<file path="src/rtl/io_controlador.sv">
// CPU I/O responder: stalls on IN until a debounced key press, freezes on HALT,
// and converts OUT words to active-low 7-segment digits with a serial shift-add-3.
module io_controlador #(
  parameter int unsigned DATA_WIDTH      = 28,
  parameter int unsigned DIGITS          = 8,
  parameter int unsigned DEBOUNCE_CYCLES = 50000
) (
  input  logic                  clock,
  input  logic                  reset,
  input  logic                  OpIn,
  input  logic                  OpOut,
  input  logic                  OpHalt,
  input  logic [DATA_WIDTH-1:0] dado_saida,
  input  logic [17:0]           switches,
  input  logic                  botao,
  output logic                  cpu_enable,
  output logic [17:0]           switches_in,
  output logic [7*DIGITS-1:0]   hex,
  output logic                  halted,
  output logic                  ocupado
);

  localparam int unsigned CNT_W = $clog2(DEBOUNCE_CYCLES + 1);
  localparam int unsigned BIT_W = $clog2(DATA_WIDTH + 1);
  localparam logic [CNT_W-1:0] CNT_MAX = CNT_W'(DEBOUNCE_CYCLES - 1);
  localparam logic [BIT_W-1:0] BIT_LAST = BIT_W'(DATA_WIDTH);

  function automatic logic [63:0] pow10(input int unsigned n);
    logic [63:0] r;
    r = 64'd1;
    for (int unsigned i = 0; i < n; i++) r = r * 64'd10;
    return r;
  endfunction

  localparam logic [63:0] LIMIT = pow10(DIGITS);

  function automatic logic [6:0] seg7(input logic [3:0] d);
    case (d)
      4'd0: seg7 = 7'h40;
      4'd1: seg7 = 7'h79;
      4'd2: seg7 = 7'h24;
      4'd3: seg7 = 7'h30;
      4'd4: seg7 = 7'h19;
      4'd5: seg7 = 7'h12;
      4'd6: seg7 = 7'h02;
      4'd7: seg7 = 7'h78;
      4'd8: seg7 = 7'h00;
      4'd9: seg7 = 7'h10;
      default: seg7 = 7'h7F;
    endcase
  endfunction

  typedef enum logic [2:0] {OCIOSO, ESPERA, LIBERA, GUARDA, HALT} estado_t;
  estado_t estado;

  logic             bot_s1, bot_s2, bot_deb;
  logic [CNT_W-1:0] bot_cnt;
  logic [17:0]      sw_s1, sw_s2;
  logic             press;
  logic             accept, start;

  // Press fires in the same cycle the debounced level commits to 0.
  assign press  = bot_deb && !bot_s2 && (bot_cnt == CNT_MAX);
  assign accept = cpu_enable && (estado == OCIOSO);
  assign start  = accept && OpOut && !OpIn && !OpHalt;

  always_ff @(posedge clock) begin
    if (!reset) begin
      bot_s1  <= 1'b1;
      bot_s2  <= 1'b1;
      bot_deb <= 1'b1;
      bot_cnt <= '0;
      sw_s1   <= '0;
      sw_s2   <= '0;
    end else begin
      bot_s1 <= botao;
      bot_s2 <= bot_s1;
      sw_s1  <= switches;
      sw_s2  <= sw_s1;
      if (bot_s2 == bot_deb) begin
        bot_cnt <= '0;
      end else if (bot_cnt == CNT_MAX) begin
        bot_cnt <= '0;
        bot_deb <= bot_s2;
      end else begin
        bot_cnt <= bot_cnt + 1'b1;
      end
    end
  end

  always_ff @(posedge clock) begin
    if (!reset) begin
      estado      <= OCIOSO;
      cpu_enable  <= 1'b0;
      halted      <= 1'b0;
      switches_in <= '0;
    end else begin
      case (estado)
        OCIOSO: begin
          cpu_enable <= 1'b1;
          if (cpu_enable && OpHalt) begin
            estado     <= HALT;
            cpu_enable <= 1'b0;
            halted     <= 1'b1;
          end else if (cpu_enable && OpIn) begin
            estado     <= ESPERA;
            cpu_enable <= 1'b0;
          end
        end
        ESPERA: begin
          if (press) begin
            switches_in <= sw_s2;
            estado      <= LIBERA;
            cpu_enable  <= 1'b1;
          end
        end
        LIBERA: begin
          estado     <= GUARDA;
          cpu_enable <= 1'b1;
        end
        GUARDA: begin
          estado     <= OCIOSO;
          cpu_enable <= 1'b1;
        end
        default: begin
          cpu_enable <= 1'b0;
          halted     <= 1'b1;
        end
      endcase
    end
  end

  logic [DATA_WIDTH-1:0] shreg;
  logic [4*DIGITS-1:0]   bcd, bcd_adj;
  logic [BIT_W-1:0]      bit_cnt;
  logic                  sat;
  logic [7*DIGITS-1:0]   hex_next;

  always_comb begin
    bcd_adj = '0;
    for (int unsigned i = 0; i < DIGITS; i++) begin
      bcd_adj[4*i +: 4] = (bcd[4*i +: 4] >= 4'd5) ? bcd[4*i +: 4] + 4'd3 : bcd[4*i +: 4];
    end
  end

  // Scan from the top digit; blanking stops at the first nonzero digit or at digit0.
  always_comb begin
    logic       seen;
    logic [3:0] d;
    int unsigned idx;
    hex_next = '1;
    seen     = 1'b0;
    d        = '0;
    idx      = 0;
    for (int unsigned j = 0; j < DIGITS; j++) begin
      idx = DIGITS - 1 - j;
      d   = sat ? 4'd9 : bcd[4*idx +: 4];
      if (d != 4'd0 || idx == 0) seen = 1'b1;
      hex_next[7*idx +: 7] = seen ? seg7(d) : 7'h7F;
    end
  end

  always_ff @(posedge clock) begin
    if (!reset) begin
      shreg   <= '0;
      bcd     <= '0;
      bit_cnt <= '0;
      sat     <= 1'b0;
      ocupado <= 1'b0;
      hex     <= {{(DIGITS-1){7'h7F}}, 7'h40};
    end else if (start) begin
      shreg   <= dado_saida;
      bcd     <= '0;
      bit_cnt <= '0;
      sat     <= (64'(dado_saida) >= LIMIT);
      ocupado <= 1'b1;
    end else if (ocupado) begin
      if (bit_cnt == BIT_LAST) begin
        hex     <= hex_next;
        ocupado <= 1'b0;
      end else begin
        bcd     <= {bcd_adj[4*DIGITS-2:0], shreg[DATA_WIDTH-1]};
        shreg   <= {shreg[DATA_WIDTH-2:0], 1'b0};
        bit_cnt <= bit_cnt + 1'b1;
      end
    end
  end

endmodule

</file>
<file path="config.mk">
export PLATFORM = sky130hd
export DESIGN_NAME = io_controlador
export DESIGN_NICKNAME = d
export VERILOG_FILES = /design/src/rtl/io_controlador.sv
export SDC_FILE = /design/constraint.sdc
export NUM_CORES = 1
export LEC_CHECK = 0
export CORE_MARGIN = 2
export CORE_UTILIZATION = 56
export DETAILED_ROUTE_END_ITERATION = 10
export GPL_TIMING_DRIVEN = 0
export PLACE_DENSITY_LB_ADDON = 0.08
export SLEW_MARGIN = 20
export SYNTH_ARGS = -nofsm -noshare
export SYNTH_HDL_FRONTEND = slang
export SYNTH_SLANG_ARGS = --single-unit
</file>
<file path="constraint.sdc">
create_clock -name clock -period 3.7 [get_ports clock]
set_input_delay 0.555 -clock clock [delete_from_list [all_inputs] [get_ports clock]]
set_output_delay 0.555 -clock clock [all_outputs]
set_load 0.01 [all_outputs]
</file>
==> impl_summary.txt, run 1 <==
----------------------------------------------------
[Clock network]
  Reg clk slew, reported paths ... 0.06 ns
  H-Tree Level Count ... 1
  Post-cts hold buffer count ... 0
  Post-cts gate resize count ... 3
  Clock tree from TritonCTS ... built
  Number of setup buffers added after CTS ... 0
  CTS Root Buffer Type ... sky130_fd_sc_hd__clkbuf_16
  TritonCTS sink count ... 201
  Number of buffers created by CTS ... 22
  Maximum number of buffers from clock root to sink ... 3
  Later-pin clock latency in the skew report ... 0.50 ns

[Detailed routing]
  Remaining routing DRC violations ... 0
  Number of detailed-routing iterations run before antenna repair ... 7
  Post-detailed-routing wire length ... 25400 um
  Via total after detailed routing ... 8844
  Antenna Violating Nets Remaining ... 0
  DR WL/cell ... 16.0 um
  Number of DRC markers after the initial detailed-route iteration ... 597
  Routed via count divided by cell count ... 5.56

[Global route]
  GR Util met3 ... 3.06%
  Routing usage on met1 ... 36.5%
  Most Used Layer, Global Route ... met2
  Met2 track demand over resource ... 45.3%
  Wire length of the first global-routing pass ... 40200 um
  Remaining Overflow, GRT ... 0
  GR Util All Layers ... 27.1%
  Initial antenna violation count ... 0
  Pin count of the biggest net entering global routing ... 15
  Via count of the first global-routing pass ... 8253

[Place]
  HPWL Detailed ... 17800 um
  Placer's final routability congestion estimate ... 0.917
  Number of cells in the design after placement ... 1552
  Quantity of I/O buffers inserted on ports ... 128
  Pre-CTS worst setup slack ... -0.462 ns

[Setup path]
  Required time of the worst setup path ... 4.12 ns
  Crit-path max cell delay ... 0.59 ns
  Cell-by-cell listing of the critical path ... clkbuf_2 -> inv_1 -> clkbuf_2 -> nand2_1 -> ha_1 -> and4bb_2 -> nand4_1 -> nor3_2 -> nor3_1 -> o21ai_0
  Worst path top cell family by delay ... simple AND/OR/NAND/NOR gates
  CP endpoint kind ... flip-flop
  Slowest cell on the critical path ... sky130_fd_sc_hd__dfxtp_1
  CP Data Arrival Time ... 3.99 ns
  Category of the most critical setup path ... flip-flop to flip-flop
  Critical path buffers and inverters ... 3
  Startpoint types ... flip-flop
  Maximum net fanout on the critical path ... 10
  Library cell appearing most often on the critical path ... sky130_fd_sc_hd__clkbuf_2

[Timing]
  Post-route fraction of the period consumed by the critical path ... 96.5%
  Transition at the pin with the smallest max-transition slack ... 0.836 ns
  Worst-case setup margin in the final layout ... 0.131 ns
  Tightest slew margin relative to the limit ... 44.3%
  Number of pins exceeding their max-slew limit in the final report ... 0
  Worst clock skew ... 0.00788 ns
  Crit path time final ... 3.57 ns
  Max Clock Freq ... 280 MHz
  Setup violations, final ... 0
  Final worst hold slack ... 0.426 ns
  Unrepaired setup endpoints after global routing ... false
  Number of failing hold endpoints at the final stage ... 0

[Yosys]
  Leading post-synthesis cells by cell area ... sky130_fd_sc_hd__dfxtp_1 (41%), sky130_fd_sc_hd__nand2_1 (7.6%), sky130_fd_sc_hd__ha_1 (7.1%)
  Count of warnings emitted by yosys ... 0
  Synth top area share ... 41.2%
  Post-Syn Area per Cell ... 8.14 sq um
  Async SR Flop Fraction ... 0%
  Cell count after synthesis ... 1199
  Library cell with the highest instance count after synthesis ... sky130_fd_sc_hd__dfxtp_1
  Count of cell types in the netlist ... 60
  Post-Synthesis Cell Area ... 9760 sq um
  Number of storage elements in the synthesis netlist ... 201
  Number of enable flip-flop cells after synthesis ... 0
  Cell accounting for the most synthesized area ... sky130_fd_sc_hd__dfxtp_1
  Top cells by instance count after synthesis ... sky130_fd_sc_hd__dfxtp_1 (201), sky130_fd_sc_hd__nand2_1 (197), sky130_fd_sc_hd__nor2_1 (95), sky130_fd_sc_hd__o21ai_0 (80), sky130_fd_sc_hd__a21oi_1 (70)
  Dominant synthesized flop cell ... sky130_fd_sc_hd__dfxtp_1
  Sequential share of the synthesized area ... 41.2%
  Syn nets ... 1306

[Die]
  I/O pin cnt ... 129
  Effective utilization at floorplan ... 56.8%
  Overall die area ... 18500 sq um
  Row cnt ... 48
  DIE WIDTH ... 136 um
  Floorplan core area ... 17200 sq um
  Die Ht ... 136 um

[Min path]
  Hold WC Path Type ... flip-flop to flip-flop

[Pwr]
  Design Power ... 0.00515 W
  Pleak ... 5.06 nW
  Worst vdd rail ir drop ... 0.442 mV
  Cell area power density ... 422 nW/um^2

[Cells and area]
  Area added between synthesis and finish ... 25.0%
  Post-route non-filler standard cell count ... 1592
  Count of inserted antenna diode cells ... 0
  Nets ... 1458
  Fraction of layout instances using a drive strength above 1 ... 5.71%

[Run]
  Max_cap viols ... 0

[Run status]
  Outcome ... finished clean

----------------------------------------------------
-- stage by stage --
| step | util, % | TNS (ns) | area [sq um] |
|---|---|---|---|
| after floorplan | - | 0 | 9760 |
| after global placement | 65.9 | -8.50 | 11300 |
| after detailed placement | 65.9 | -9.19 | 11300 |
| after CTS | 71.0 | 0 | 12200 |
| after global routing | 71.0 | 0 | 12200 |
| final | 71.0 | 0 | 12200 |
-- cell type report --
class / count / area [sq um]
sequential: 201 / 4020
multi-input combinational: 869 / 5220
timing repair buffer: 128 / 1280
clock buffer: 27 / 631
tap: 225 / 282
buffer: 78 / 344
inverter: 51 / 191
clock inverter: 13 / 230
fill: 1396 / 4980
-- where the power goes --
part	total (W)	leakage [nW]	internal (W)	switching, W
Sequential	0.00223	1.63	0.00220	0.0000225
Clock	0.00254	0.413	0.00163	0.000907
Combinational	0.000383	3.02	0.000163	0.000220
-- cells in the final DEF, fill, tap and decap left out, types with 5 or more instances in the layout --
master,count
sky130_fd_sc_hd__a211oi_1,19
sky130_fd_sc_hd__a21boi_0,11
sky130_fd_sc_hd__a21boi_1,10
sky130_fd_sc_hd__a21oi_1,70
sky130_fd_sc_hd__a31oi_1,9
sky130_fd_sc_hd__and2_1,44
sky130_fd_sc_hd__buf_2,11
sky130_fd_sc_hd__bufinv_16,6
sky130_fd_sc_hd__clkbuf_1,59
sky130_fd_sc_hd__clkbuf_16,23
sky130_fd_sc_hd__clkdlybuf4s50_1,128
sky130_fd_sc_hd__dfxtp_1,201
sky130_fd_sc_hd__ha_1,55
sky130_fd_sc_hd__inv_1,51
sky130_fd_sc_hd__mux2i_1,10
sky130_fd_sc_hd__nand2_1,197
sky130_fd_sc_hd__nand2b_1,23
sky130_fd_sc_hd__nand3_1,47
sky130_fd_sc_hd__nand4_1,10
sky130_fd_sc_hd__nor2_1,95
sky130_fd_sc_hd__nor2b_1,11
sky130_fd_sc_hd__nor3_1,25
sky130_fd_sc_hd__nor3b_1,12
sky130_fd_sc_hd__o211a_1,29
sky130_fd_sc_hd__o21ai_0,80
sky130_fd_sc_hd__o22ai_1,19
sky130_fd_sc_hd__o31ai_1,11
sky130_fd_sc_hd__or2_2,5
sky130_fd_sc_hd__xnor2_1,19
sky130_fd_sc_hd__xor2_1,6
-- logic make-up (layout without fill, tap and decap cells) --
logic type | count (synthesis) | in the layout | share of synthesized area, %
buffers and inverters | 129 | 297 | 5.44
flip-flops | 201 | 201 | 41.2
AO/OA/AOI/OAI | 279 | 279 | 18.2
adder cells (fa/ha/maj) | 55 | 55 | 7.05
AND/OR/NAND/NOR | 500 | 500 | 24.8
multiplexers | 10 | 10 | 1.03
XOR/XNOR | 25 | 25 | 2.24
-- sequential cells by signal, indices dropped and copies added, names as in the netlist, 3 cells and up --
register     cells
bit_cnt          5
sw_s1           18
bot_cnt         16
shreg           28
bcd             32
sw_s2           18
switches_in     18
hex             56
estado           3
-- worst paths after layout --
check / cells after the start / from / slack, ns / endpoint
setup / recovery: 10 / sat$_SDFFE_PN0P_ / 0.13 / hex[9]$_SDFFE_PN1P_
hold / removal: 1 / bot_s1$_SDFF_PN1_ / 0.43 / bot_s2$_SDFF_PN1_
setup reg to reg: 10 / sat$_SDFFE_PN0P_ / 0.13 / hex[9]$_SDFFE_PN1P_
hold reg to reg: 1 / bot_s1$_SDFF_PN1_ / 0.43 / bot_s2$_SDFF_PN1_
-- metal layers --
metal | part of all wire, % | vias up
met2 | 47 | 270
met1 | 44 | 4128
li1 | - | 4397
met4 | 3.1 | 0
met3 | 6.4 | 49
met5 | 0 | -
(Power assumes the default switching activity.)
==> run 2, diff against run 1 <==
Settings changed: CAP_MARGIN set to 20.
==> results of run 2 <==
Final layout, timing and power as in run 1 (identical DEF).
==> run 3, diff against run 2 <==
Settings changed: GPL_TIMING_DRIVEN 0 to not set, SETUP_SLACK_MARGIN set to 0.15.
==> impl_summary.txt, run 3 (synthesized netlist as in run 1, its figures left out) <==
----------------------------------------------------
[Run status]
  Outcome ... finished clean

[Die]
  I/O pin cnt ... 129
  Overall die area ... 18500 sq um
  DIE WIDTH ... 136 um
  Row cnt ... 48
  Floorplan core area ... 17200 sq um
  Die Ht ... 136 um
  Effective utilization at floorplan ... 56.8%

[Timing]
  Max Clock Freq ... 350 MHz
  Number of failing hold endpoints at the final stage ... 0
  Worst clock skew ... 0.00863 ns
  Post-route fraction of the period consumed by the critical path ... 77.3%
  Tightest slew margin relative to the limit ... 51.1%
  Total Neg Setup Slack ... 0 ns
  Transition at the pin with the smallest max-transition slack ... 0.734 ns
  Crit path time final ... 2.86 ns
  Number of pins exceeding their max-slew limit in the final report ... 0
  Setup violations, final ... 0
  Unrepaired setup endpoints after global routing ... false

[Setup path]
  CP endpoint kind ... flip-flop
  Category of the most critical setup path ... flip-flop to flip-flop
  CP Data Arrival Time ... 3.28 ns
  Number of cells on the worst reg-to-reg path ... 9
  Maximum net fanout on the critical path ... 24
  Startpoint types ... flip-flop
  Required time of the worst setup path ... 4.12 ns

[Cells and area]
  Post-Layout Inst Area ... 11800 sq um
  Post-route non-filler standard cell count ... 1525
  Largest register by flop count ... hex
  Count of inserted antenna diode cells ... 0
  Registers with the most flip-flops ... hex x56, bcd x32, shreg x28
  Fraction of layout instances using a drive strength above 1 ... 5.31%
  Most common cell after layout, fill and taps aside ... sky130_fd_sc_hd__dfxtp_1
  Area added between synthesis and finish ... 21.2%
  Commonest cells after routing, fill and taps aside ... sky130_fd_sc_hd__dfxtp_1 (201), sky130_fd_sc_hd__nand2_1 (196), sky130_fd_sc_hd__clkdlybuf4s50_1 (127), sky130_fd_sc_hd__nor2_1 (95), sky130_fd_sc_hd__o21ai_0 (80)
  Nets ... 1393
  Fill count ... 1438
  Final core occ ... 68.9%
  Max reg flops ... 56

[Detailed routing]
  DR WL/cell ... 14.2 um
  Routed via count divided by cell count ... 5.42
  Via total after detailed routing ... 8271
  Number of DRC markers after the initial detailed-route iteration ... 454
  Remaining routing DRC violations ... 0
  Number of detailed-routing iterations run before antenna repair ... 5
  Antenna Violating Nets Remaining ... 0
  Post-detailed-routing wire length ... 21600 um

[Clock network]
  Maximum number of buffers from clock root to sink ... 3
  Post-cts hold buffer count ... 0
  Number of buffers created by CTS ... 22
  CTS Root Buffer Type ... sky130_fd_sc_hd__clkbuf_16
  H-Tree Level Count ... 1
  Number of setup buffers added after CTS ... 0
  Reg clk slew, reported paths ... 0.06 ns
  Later-pin clock latency in the skew report ... 0.49 ns
  Clock tree from TritonCTS ... built
  Post-cts gate resize count ... 0
  TritonCTS sink count ... 201

[Global route]
  Initial antenna violation count ... 0
  Via count of the first global-routing pass ... 7527
  Wire length of the first global-routing pass ... 35900 um
  GR Util All Layers ... 23.2%
  Remaining Overflow, GRT ... 0
  Pin count of the biggest net entering global routing ... 83

[Pwr]
  Pleak ... 4.89 nW
  Worst vdd rail ir drop ... 0.314 mV
  Cell area power density ... 404 nW/um^2

[Place]
  Number of cells in the design after placement ... 1486
  Cell area after placement ... 11100 sq um
  HPWL Detailed ... 14300 um
  Quantity of I/O buffers inserted on ports ... 128
  Placer's final routability congestion estimate ... 0.847

[Min path]
  Depth of the worst hold-timing path ... 1
  Hold WC Path Type ... flip-flop to flip-flop

[Run]
  Max_cap viols ... 0

----------------------------------------------------
==> run 3: changes by cell type in the layout (fill, tap and decap cells not counted), moves of 2 or more <==
cell / delta
sky130_fd_sc_hd__buf_4: +11
sky130_fd_sc_hd__clkbuf_2: -3
sky130_fd_sc_hd__clkinv_4: -2
sky130_fd_sc_hd__clkbuf_1: -54
sky130_fd_sc_hd__bufinv_16: -4
sky130_fd_sc_hd__buf_6: -3
sky130_fd_sc_hd__buf_2: -11
==> run 3: final cells by class <==
cell class                      instances  area [sq um]  share of cell area (%)
Inverter                               51           191                    1.62
Clock buffer                           32           649                    5.49
Sequential cell                       201          4020                    34.0
Timing Repair Buffer                  141          1390                    11.8
Clock inverter                          6          85.1                   0.719
Multi-Input combinational cell        869          5210                    44.0
Tap cell                              225           282                    2.38
==> run 3: final timing paths <==
check,start,end,slack [ns]
worst max-delay path,sat$_SDFFE_PN0P_,hex[15]$_SDFFE_PN1P_,0.84
worst min-delay path,bot_s1$_SDFF_PN1_,bot_s2$_SDFF_PN1_,0.41
worst max register to register,sat$_SDFFE_PN0P_,hex[15]$_SDFFE_PN1P_,0.84
worst min register to register,bot_s1$_SDFF_PN1_,bot_s2$_SDFF_PN1_,0.41
==> run 3: per-layer routing <==
metal  wire length, um  GRT usage [%]
met1             10200           31.1
met2             10200           40.0
met3               878           3.62
met4               305           4.46
met5                 0              0
==> run 3: where the power goes <==
| group | switching, W | internal [W] |
|---|---|---|
| registers | 0.0000212 | 0.00220 |
| clock network | 0.000851 | 0.00135 |
| logic | 0.000198 | 0.000157 |
| total | 0.00107 | 0.00371 |
==> run 3: metrics by stage <==
step	hold WS [ns]	power [W]	worst slack, ns
after floorplan	0.386	0.00250	1.08
after CTS	0.410	0.00482	0.859
after detailed placement	0.396	0.00263	0.822
final	0.409	0.00478	0.842
after global routing	0.432	0.00496	0.610
after global placement	0.399	0.00262	0.819
==> run 3: critical path, cell delays in order, from the launching register on <==
cell                       delay, ns
sky130_fd_sc_hd__dfxtp_1        0.33
sky130_fd_sc_hd__buf_4          0.25
sky130_fd_sc_hd__inv_1          0.29
sky130_fd_sc_hd__nand2_1        0.23
sky130_fd_sc_hd__ha_1           0.24
sky130_fd_sc_hd__and4bb_2       0.27
sky130_fd_sc_hd__nand4_1        0.34
sky130_fd_sc_hd__nor3_2         0.58
sky130_fd_sc_hd__nor3_1         0.10
sky130_fd_sc_hd__o21ai_0        0.16
